## src/rtl/cpu_pkg.sv

```systemverilog
// cpu_pkg: decoder phase codes, sequencer FSM states and phase-code mapping
package cpu_pkg;
  localparam logic [1:0] ST_FETCH = 2'b00;
  localparam logic [1:0] ST_EXEC1 = 2'b01;
  localparam logic [1:0] ST_EXEC2 = 2'b10;
  localparam logic [1:0] ST_IDLE  = 2'b11;

  typedef enum logic [2:0] {
    S_FETCH,
    S_EXEC1,
    S_EXEC2,
    S_IRQ_PUSH,
    S_IRQ_VEC,
    S_HALT
  } seq_state_e;

  function automatic logic [1:0] state_code(input seq_state_e s);
    return (s == S_FETCH) ? ST_FETCH :
           (s == S_EXEC1) ? ST_EXEC1 :
           (s == S_EXEC2) ? ST_EXEC2 : ST_IDLE;
  endfunction
endpackage

```

## src/rtl/cpu_sequencer_irq_latch.sv

```systemverilog
// irq_latch: irq rising-edge detect into a pending flag; a new edge beats a same-cycle clear
module irq_latch (
  input  logic clk,
  input  logic rst,
  input  logic irq_i,
  input  logic clr_i,
  output logic pending_o
);
  logic irq_q, pending_q;
  // previous irq level and the sticky pending flag
  always_ff @(posedge clk) begin
    if (rst) begin
      irq_q     <= 1'b0;
      pending_q <= 1'b0;
    end else begin
      irq_q     <= irq_i;
      pending_q <= (irq_i & ~irq_q) | (pending_q & ~clr_i);
    end
  end
  assign pending_o = pending_q;
endmodule

```

## src/rtl/cpu_sequencer.sv

```systemverilog
// cpu_sequencer: CPU control-path master FSM with IRQ entry; SEQ_WATCHDOG_EN adds a fetch-wait watchdog
module cpu_sequencer
  import cpu_pkg::*;
#(
  parameter int                 ADDR_W     = 8,
  parameter logic [ADDR_W-1:0]  IRQ_VECTOR = 8'h02,
  parameter int                 CNT_W      = 16,
  parameter int                 WDT_CYCLES = 64
) (
  input  logic              clk,
  input  logic              rst,
  input  logic              run,
  input  logic              mem_ready,
  input  logic              sm_extra,
  input  logic              set_jump,
  input  logic              stop,
  input  logic              irq,
  input  logic              irq_en,
  output logic [1:0]        state,
  output logic              jump,
  output logic              halted,
  output logic              irq_push,
  output logic              irq_vec_load,
  output logic              irq_ack,
  output logic [ADDR_W-1:0] irq_vector,
  output logic [CNT_W-1:0]  retired,
  output logic              fault
);
  seq_state_e       fsm_q, fsm_d;
  logic             jump_q, jump_d;
  logic [CNT_W-1:0] retired_q, retired_d;
  logic             pending, boundary, take, in_exec, wdt_trip;

  irq_latch u_irq (
    .clk       (clk),
    .rst       (rst),
    .irq_i     (irq),
    .clr_i     (fsm_q == S_IRQ_VEC),
    .pending_o (pending)
  );

`ifdef SEQ_WATCHDOG_EN
  localparam int WDT_W = $clog2(WDT_CYCLES + 1);
  logic [WDT_W-1:0] wdt_cnt_q;
  logic             fault_q;
  logic             fetch_wait;
  assign fetch_wait = (fsm_q == S_FETCH) && !mem_ready;
  assign wdt_trip   = fetch_wait && (wdt_cnt_q == WDT_W'(WDT_CYCLES - 1));
  // consecutive fetch-wait counter and sticky fault flag
  always_ff @(posedge clk) begin
    if (rst) begin
      wdt_cnt_q <= '0;
      fault_q   <= 1'b0;
    end else begin
      wdt_cnt_q <= (fetch_wait && !wdt_trip) ? wdt_cnt_q + 1'b1 : '0;
      fault_q   <= fault_q | wdt_trip;
    end
  end
  assign fault = fault_q;
`else
  logic unused_wdt;
  assign unused_wdt = ^WDT_CYCLES;
  assign wdt_trip   = 1'b0;
  assign fault      = 1'b0;
`endif

  // next state, jump flag and retired count
  always_comb begin
    in_exec   = (fsm_q == S_EXEC1) || (fsm_q == S_EXEC2);
    boundary  = !stop && (((fsm_q == S_EXEC1) && !sm_extra) || (fsm_q == S_EXEC2));
    take      = boundary && pending && irq_en;
    fsm_d     = fsm_q;
    case (fsm_q)
      S_FETCH:    fsm_d = mem_ready ? S_EXEC1 : wdt_trip ? S_HALT : S_FETCH;
      S_EXEC1:    fsm_d = stop ? S_HALT : sm_extra ? S_EXEC2 : take ? S_IRQ_PUSH : S_FETCH;
      S_EXEC2:    fsm_d = stop ? S_HALT : take ? S_IRQ_PUSH : S_FETCH;
      S_IRQ_PUSH: fsm_d = S_IRQ_VEC;
      S_IRQ_VEC:  fsm_d = S_FETCH;
      S_HALT:     fsm_d = (run && !fault) ? S_FETCH : S_HALT;
      default:    fsm_d = S_FETCH;
    endcase
    jump_d    = (fsm_q == S_EXEC1)   ? set_jump :
                (fsm_q == S_EXEC2)   ? (jump_q | set_jump) :
                (fsm_q == S_IRQ_VEC) ? 1'b1 : jump_q;
    retired_d = retired_q + CNT_W'(boundary || (in_exec && stop));
  end

  // state registers
  always_ff @(posedge clk) begin
    if (rst) begin
      fsm_q     <= S_FETCH;
      jump_q    <= 1'b0;
      retired_q <= '0;
    end else begin
      fsm_q     <= fsm_d;
      jump_q    <= jump_d;
      retired_q <= retired_d;
    end
  end

  assign state        = state_code(fsm_q);
  assign halted       = (fsm_q == S_HALT);
  assign irq_push     = (fsm_q == S_IRQ_PUSH);
  assign irq_vec_load = (fsm_q == S_IRQ_VEC);
  assign irq_ack      = (fsm_q == S_IRQ_VEC);
  assign irq_vector   = IRQ_VECTOR;
  assign jump         = jump_q;
  assign retired      = retired_q;
endmodule

```

## config.mk

```make
export PLATFORM = sky130hd
export DESIGN_NAME = cpu_sequencer
export DESIGN_NICKNAME = d
export VERILOG_FILES = /design/src/rtl/cpu_pkg.sv /design/src/rtl/cpu_sequencer_irq_latch.sv /design/src/rtl/cpu_sequencer.sv
export SDC_FILE = /design/constraint.sdc
export NUM_CORES = 1
export LEC_CHECK = 0
export CAP_MARGIN = 25
export CORE_UTILIZATION = 44
export DETAILED_ROUTE_END_ITERATION = 8
export PLACE_DENSITY = 0.79
export SKIP_LAST_GASP = 1
export SLEW_MARGIN = 40
export SYNTH_ARGS = -nofsm -noshare
export SYNTH_HDL_FRONTEND = slang
export SYNTH_SLANG_ARGS = --single-unit
```

## constraint.sdc

```tcl
create_clock -name clk -period 3 [get_ports clk]
set_input_delay 0.6 -clock clk [delete_from_list [all_inputs] [get_ports clk]]
set_output_delay 0.6 -clock clk [all_outputs]
set_load 0.02 [all_outputs]
```

[After elaboration in Yosys (flattened, before gate mapping)]
Cells that the tools add are included.
Storage, ports and cells
  flip-flop bits (word level): 22
  bits of input ports: 9
  output and inout bits: 32
Operators by class
  add/sub/neg operators: 1
  equality and inequality tests: 5
  multiplexer cells: 13
  bitwise operators: 6
  reductions and logical operators: 12
Operator list (number)
  adder 16 x 1 -> 16 bit: 1
  one-hot mux 3 bit (5 select lines): 1
  2-to-1 mux 3 bit: 4
  == test 3 x 2 -> 1 bit, second input constant: 2
  == test 3 bit, second input constant: 2
  2-to-1 mux 2 bit: 3
  logical AND 1 bit: 5
  2-to-1 mux 1 bit: 5
  == test 3 x 1 -> 1 bit, second input constant: 1
  zero test 3 bit: 1
  logical OR 1 bit: 3
  nonzero test 3 bit: 1
  bitwise AND 1 bit: 2
  zero test 1 bit: 2
  inverter 1 bit: 2
  bitwise OR 1 bit: 2

[Logic depth before layout (Yosys ltp)]
  depth after elaboration: 10
  mapped depth: 10
  depth with buffers taken out: 9

[Hierarchy]
A second synthesis with hierarchy kept.
Second synthesis, totals
  cells, all modules: 140
  area total of the unflattened synthesis: 1201.2 um^2
By module, submodules not included
  cpu_sequencer: instances 1, cells an instance 134, area each 1133.6 um^2
  irq_latch: instances 1, cells an instance 6, area each 67.6 um^2

[Least setup slack after synthesis]
No wires, ideal clock.
  path kind: input -> register
  start: input port stop
  end: register retired_q[14], in the netlist retired[14]
  setup time: 0.132 ns
  data arrival time: 2.049 ns
  required time: 2.868 ns
  setup slack: 0.819 ns
  stages on the path: 9
  path through: inv_1 -> a21o_1 -> a21oi_1 -> ha_1 -> ha_1 -> nand4_1 -> nor4_2 -> a21o_1 -> a21oi_1
Between the ends
  cells in the longest elaborated chain, start to end: 4
  elaborated cells on any way between the ends: 5
  those cells by class: add/sub (1); reduce/logical (4)
RTL lines
  from (decl): RTL line cpu_sequencer.sv:16  | input logic stop,
  zero test 1 bit: RTL line cpu_sequencer.sv:70  | boundary = !stop && (((fsm_q == S_EXEC1) && !sm_extra) || (fsm_q == S_EXEC2));
  logical AND 1 bit: RTL line cpu_sequencer.sv:70
  logical OR 1 bit *: RTL line cpu_sequencer.sv:85  | retired_d = retired_q + CNT_W'(boundary || (in_exec && stop));
  adder 16 x 1 -> 16 bit *: RTL line cpu_sequencer.sv:85
  to (signal assigned): RTL line cpu_sequencer.sv:97  | retired_q <= retired_d;
  to (decl): RTL line cpu_sequencer.sv:31  | logic [CNT_W-1:0] retired_q, retired_d;
Every way passes the cells marked *; elsewhere a longest branch is shown, timed or not.
A chain may end at the register's enable or synchronous reset.

[Final worst setup path]
Ends and elaborated chain as after synthesis.

==> summary.md <==
| Metric | Value |
|---|---|
| Count of different cell masters after synthesis | `37` |
| First DRT Iteration DRCs | `15` |
| Hold_sp | `u_irq.irq_q$_SDFF_PP0_` |
| Fin. max-slew vios | `0` |
| Register share of total power | `0.575` |
| Setup TNS Final | `0 ps` |
| Pwr per Cell Area | `about 370 nW/um2` |
| Synthesized instance count | `136` |
| Fin Clk Skew | `2.97 ps` |
| Die area | `~2800 um2` |
| Antenna viol nets, final | `0` |
| Post-layout minimum cycle time | `2520 ps` |
| Inserted Diodes | `0` |
| Avg Vias per Cell | `approximately 5.2` |
| Setup repair after global routing missed its margin | `false` |
| Number of flops mapped to enable cells by yosys | `0` |
| WL/cell | `~12 um` |
| DRC viols | `0` |
| Final Util | `0.595` |
| Internal | `0.000397 W` |
| Comb pwr share | `0.189` |
| Area grow syn2layout | `27.8%` |
| Hold buffers post-CTS | `0` |
| FF+latch count, synth | `22` |
| Total CTS buffers | `3` |
| Largest cells by area after synthesis | `dfxtp_1, buf_4, xnor2_1` |
| TritonRoute pass-1 iters | `4` |
| Area leader, netlist | `dfxtp_1` |
| Max cap viols | `0` |
| Die Height | `53.2 um` |
| Clock Path Buffers | `2` |
| Core Rows | `18` |
| Top cell type's share of synthesized area | `0.382` |
| Most used cells in the layout excluding fill and tap cells | `clkdlybuf4s50_1, dfxtp_1, nor2_1, conb_1` |
| CTS Sinks | `22` |
| Peak supply drop | `0.294 mV` |
| CP endpoint kind | `flip-flop` |
| Leakage | `0.540 nW` |
| Final setup vio count | `0` |
| Root Driver | `clkbuf_4` |
| Tot GR Track Use | `0.180` |
| First-pass GRT wire length | `3690 um` |
| GR Overflow Total | `0` |
| Vias after detailed routing | `between 1,000 and 1,500` |
| Synth Flop Type | `dfxtp_1` |
| Routability cong. | `between 0.7 and 0.8` |
| CTS tree | `done` |
| Status | `finished clean` |
| Fin cells | `195` |
| Initial antenna violation count | `0` |
| Share of post-route cells with drive strength above 1 | `0.0727` |
| Cells along the critical path | `clkdlybuf4s50_1 -> inv_1 -> a21o_1 -> a21oi_1 -> ha_1 -> ha_1 -> nand4_1 -> nor4_2 -> a21o_1 -> a21oi_1` |
| Hold path cells | `2` |
| Sequential element share of the synthesized area | `0.382` |
| Initial Util | `0.466` |
| Number of global-route vias before repair | `911` |
| Largest net degree at the start of global routing | `25` |
| Final WL | `2280 um` |
| Port bufs | `31` |
| Max stage delay on crit path | `about 480 ps` |
| Hold Vio Cnt, Final | `0` |
| Cell area after synthesis | `1150 um2` |
| Final nets | `178` |
| Net Switching | `0.000149 W` |
| Crit path required time | `3190 ps` |
| Sw Ratio | `0.273` |
| Most common cell after layout, fill and taps aside | `clkdlybuf4s50_1` |
| Chip Width | `53.2 um` |
| Ys async rst share | `0` |
| # fillers | `237` |
| CP Class | `in2reg` |
| Boundary Pins | `41` |
| Number of setup buffers added after CTS | `0` |
| Max Freq | `0.397 GHz` |
| Slowest CP cell | `clkdlybuf4s50_1` |
| CP Launch Type | `input pin` |
| Fin crit share | `0.839` |
| Max FO, Critical Path | `4` |
| Core area | `2480 um2` |
| Synth Area per Inst | `around 8.5 um2` |
| Hold Path Class | `reg2reg` |
| Placed insts | `192` |
| Clk pin slew, worst setup/hold paths | `110 ps` |
| HPWL Detailed | `1740 um` |
| Critical Path AT | `2710 ps` |
| Cells on worst reg2reg path | `9` |
| Clk pwr share | `0.237` |
| Yosys warns | `0` |
| Setup crit start | `stop` |
| Reg2reg start | `fsm_q[0]$_SDFF_PP0_` |
| Cts repair resizes | `0` |
| CTS H-Tree Depth | `1` |
| Clock Latency Late Sink | `300 ps` |
[power by group through the flow]
stage / registers, W / logic, W / clock network [W]
detailed placement: 0.000320 / 0.000102 / 0
global placement: 0.000320 / 0.0000992 / 0
global route: 0.000316 / 0.000112 / 0.000148
finish: 0.000314 / 0.000103 / 0.000129
floorplan: 0.000319 / 0.0000709 / 0
CTS: 0.000313 / 0.000103 / 0.000134
[registers in the layout, summed over array words and instances (netlist names)]
register,count
retired,16
fsm_q,3
u_irq.irq_q,1
u_irq.pending_o,1
jump,1
[through the flow]
| stage | power (W) | worst slack, ps | cell area, um2 | hold WS, ps |
|---|---|---|---|---|
| after CTS | 0.000550 | 481 | 1470 | 517 |
| final | 0.000545 | 482 | 1470 | 513 |
| after floorplan | 0.000390 | 819 | 1180 | 467 |
| after global placement | 0.000419 | 242 | 1450 | 485 |
| after global routing | 0.000575 | 243 | 1470 | 570 |
| after detailed placement | 0.000422 | 149 | 1450 | 498 |
[synth_stat cells (all sizes together) (2+ instances only)]
master	n
inv	6
nand3	8
buf	11
mux2	2
dfxtp	22
a21oi	8
ha	2
o21ai	4
nand4	2
clkbuf	3
nor3	3
xor2	2
nand2	7
nor2	18
conb	2
xnor2	8
nor2b	6
nand2b	5
a21o	2
nor4	4
[final cells by class]
cell class	instances	area, um2	area share
repair buffers	33	325	0.221
clock buffers	3	22.5	0.0153
well taps	30	37.5	0.0255
multi-input cells	101	626	0.424
flip-flops and latches	22	440	0.299
inverters	6	22.5	0.0153
[path summary, 6_finish.rpt]
| check | slack (ps) | end |
|---|---|---|
| setup / recovery | 480 | retired[14]$_SDFF_PP0_ |
| hold reg to reg | 510 | u_irq.pending_o$_SDFF_PP0_ |
| hold / removal | 510 | u_irq.pending_o$_SDFF_PP0_ |
| setup reg to reg | 510 | retired[14]$_SDFF_PP0_ |
[cells by family after synthesis]
family | share of synthesized area
other | 0.00651
multiplexers | 0.0195
XOR/XNOR | 0.0759
adder cells (fa/ha/maj) | 0.0304
AND/OR/NAND/NOR | 0.278
AO/OA/AOI/OAI | 0.110
flip-flops | 0.382
buffers and inverters | 0.0987
[per-layer routing]
layer | GRT usage | routed length (um)
met5 | 0 | 0
met4 | 0.0789 | 29
met3 | 0.0259 | 170
met2 | 0.325 | 1160
met1 | 0.204 | 920
[worst max-delay path: cells and delay by family]
kind / cells / cell delay [ps]
adder cells (fa/ha/maj): 2 / 430
buffers and inverters: 2 / 520
AND/OR/NAND/NOR: 2 / 610
AO/OA/AOI/OAI: 4 / 550
Power figures use the tool's default switching activity.
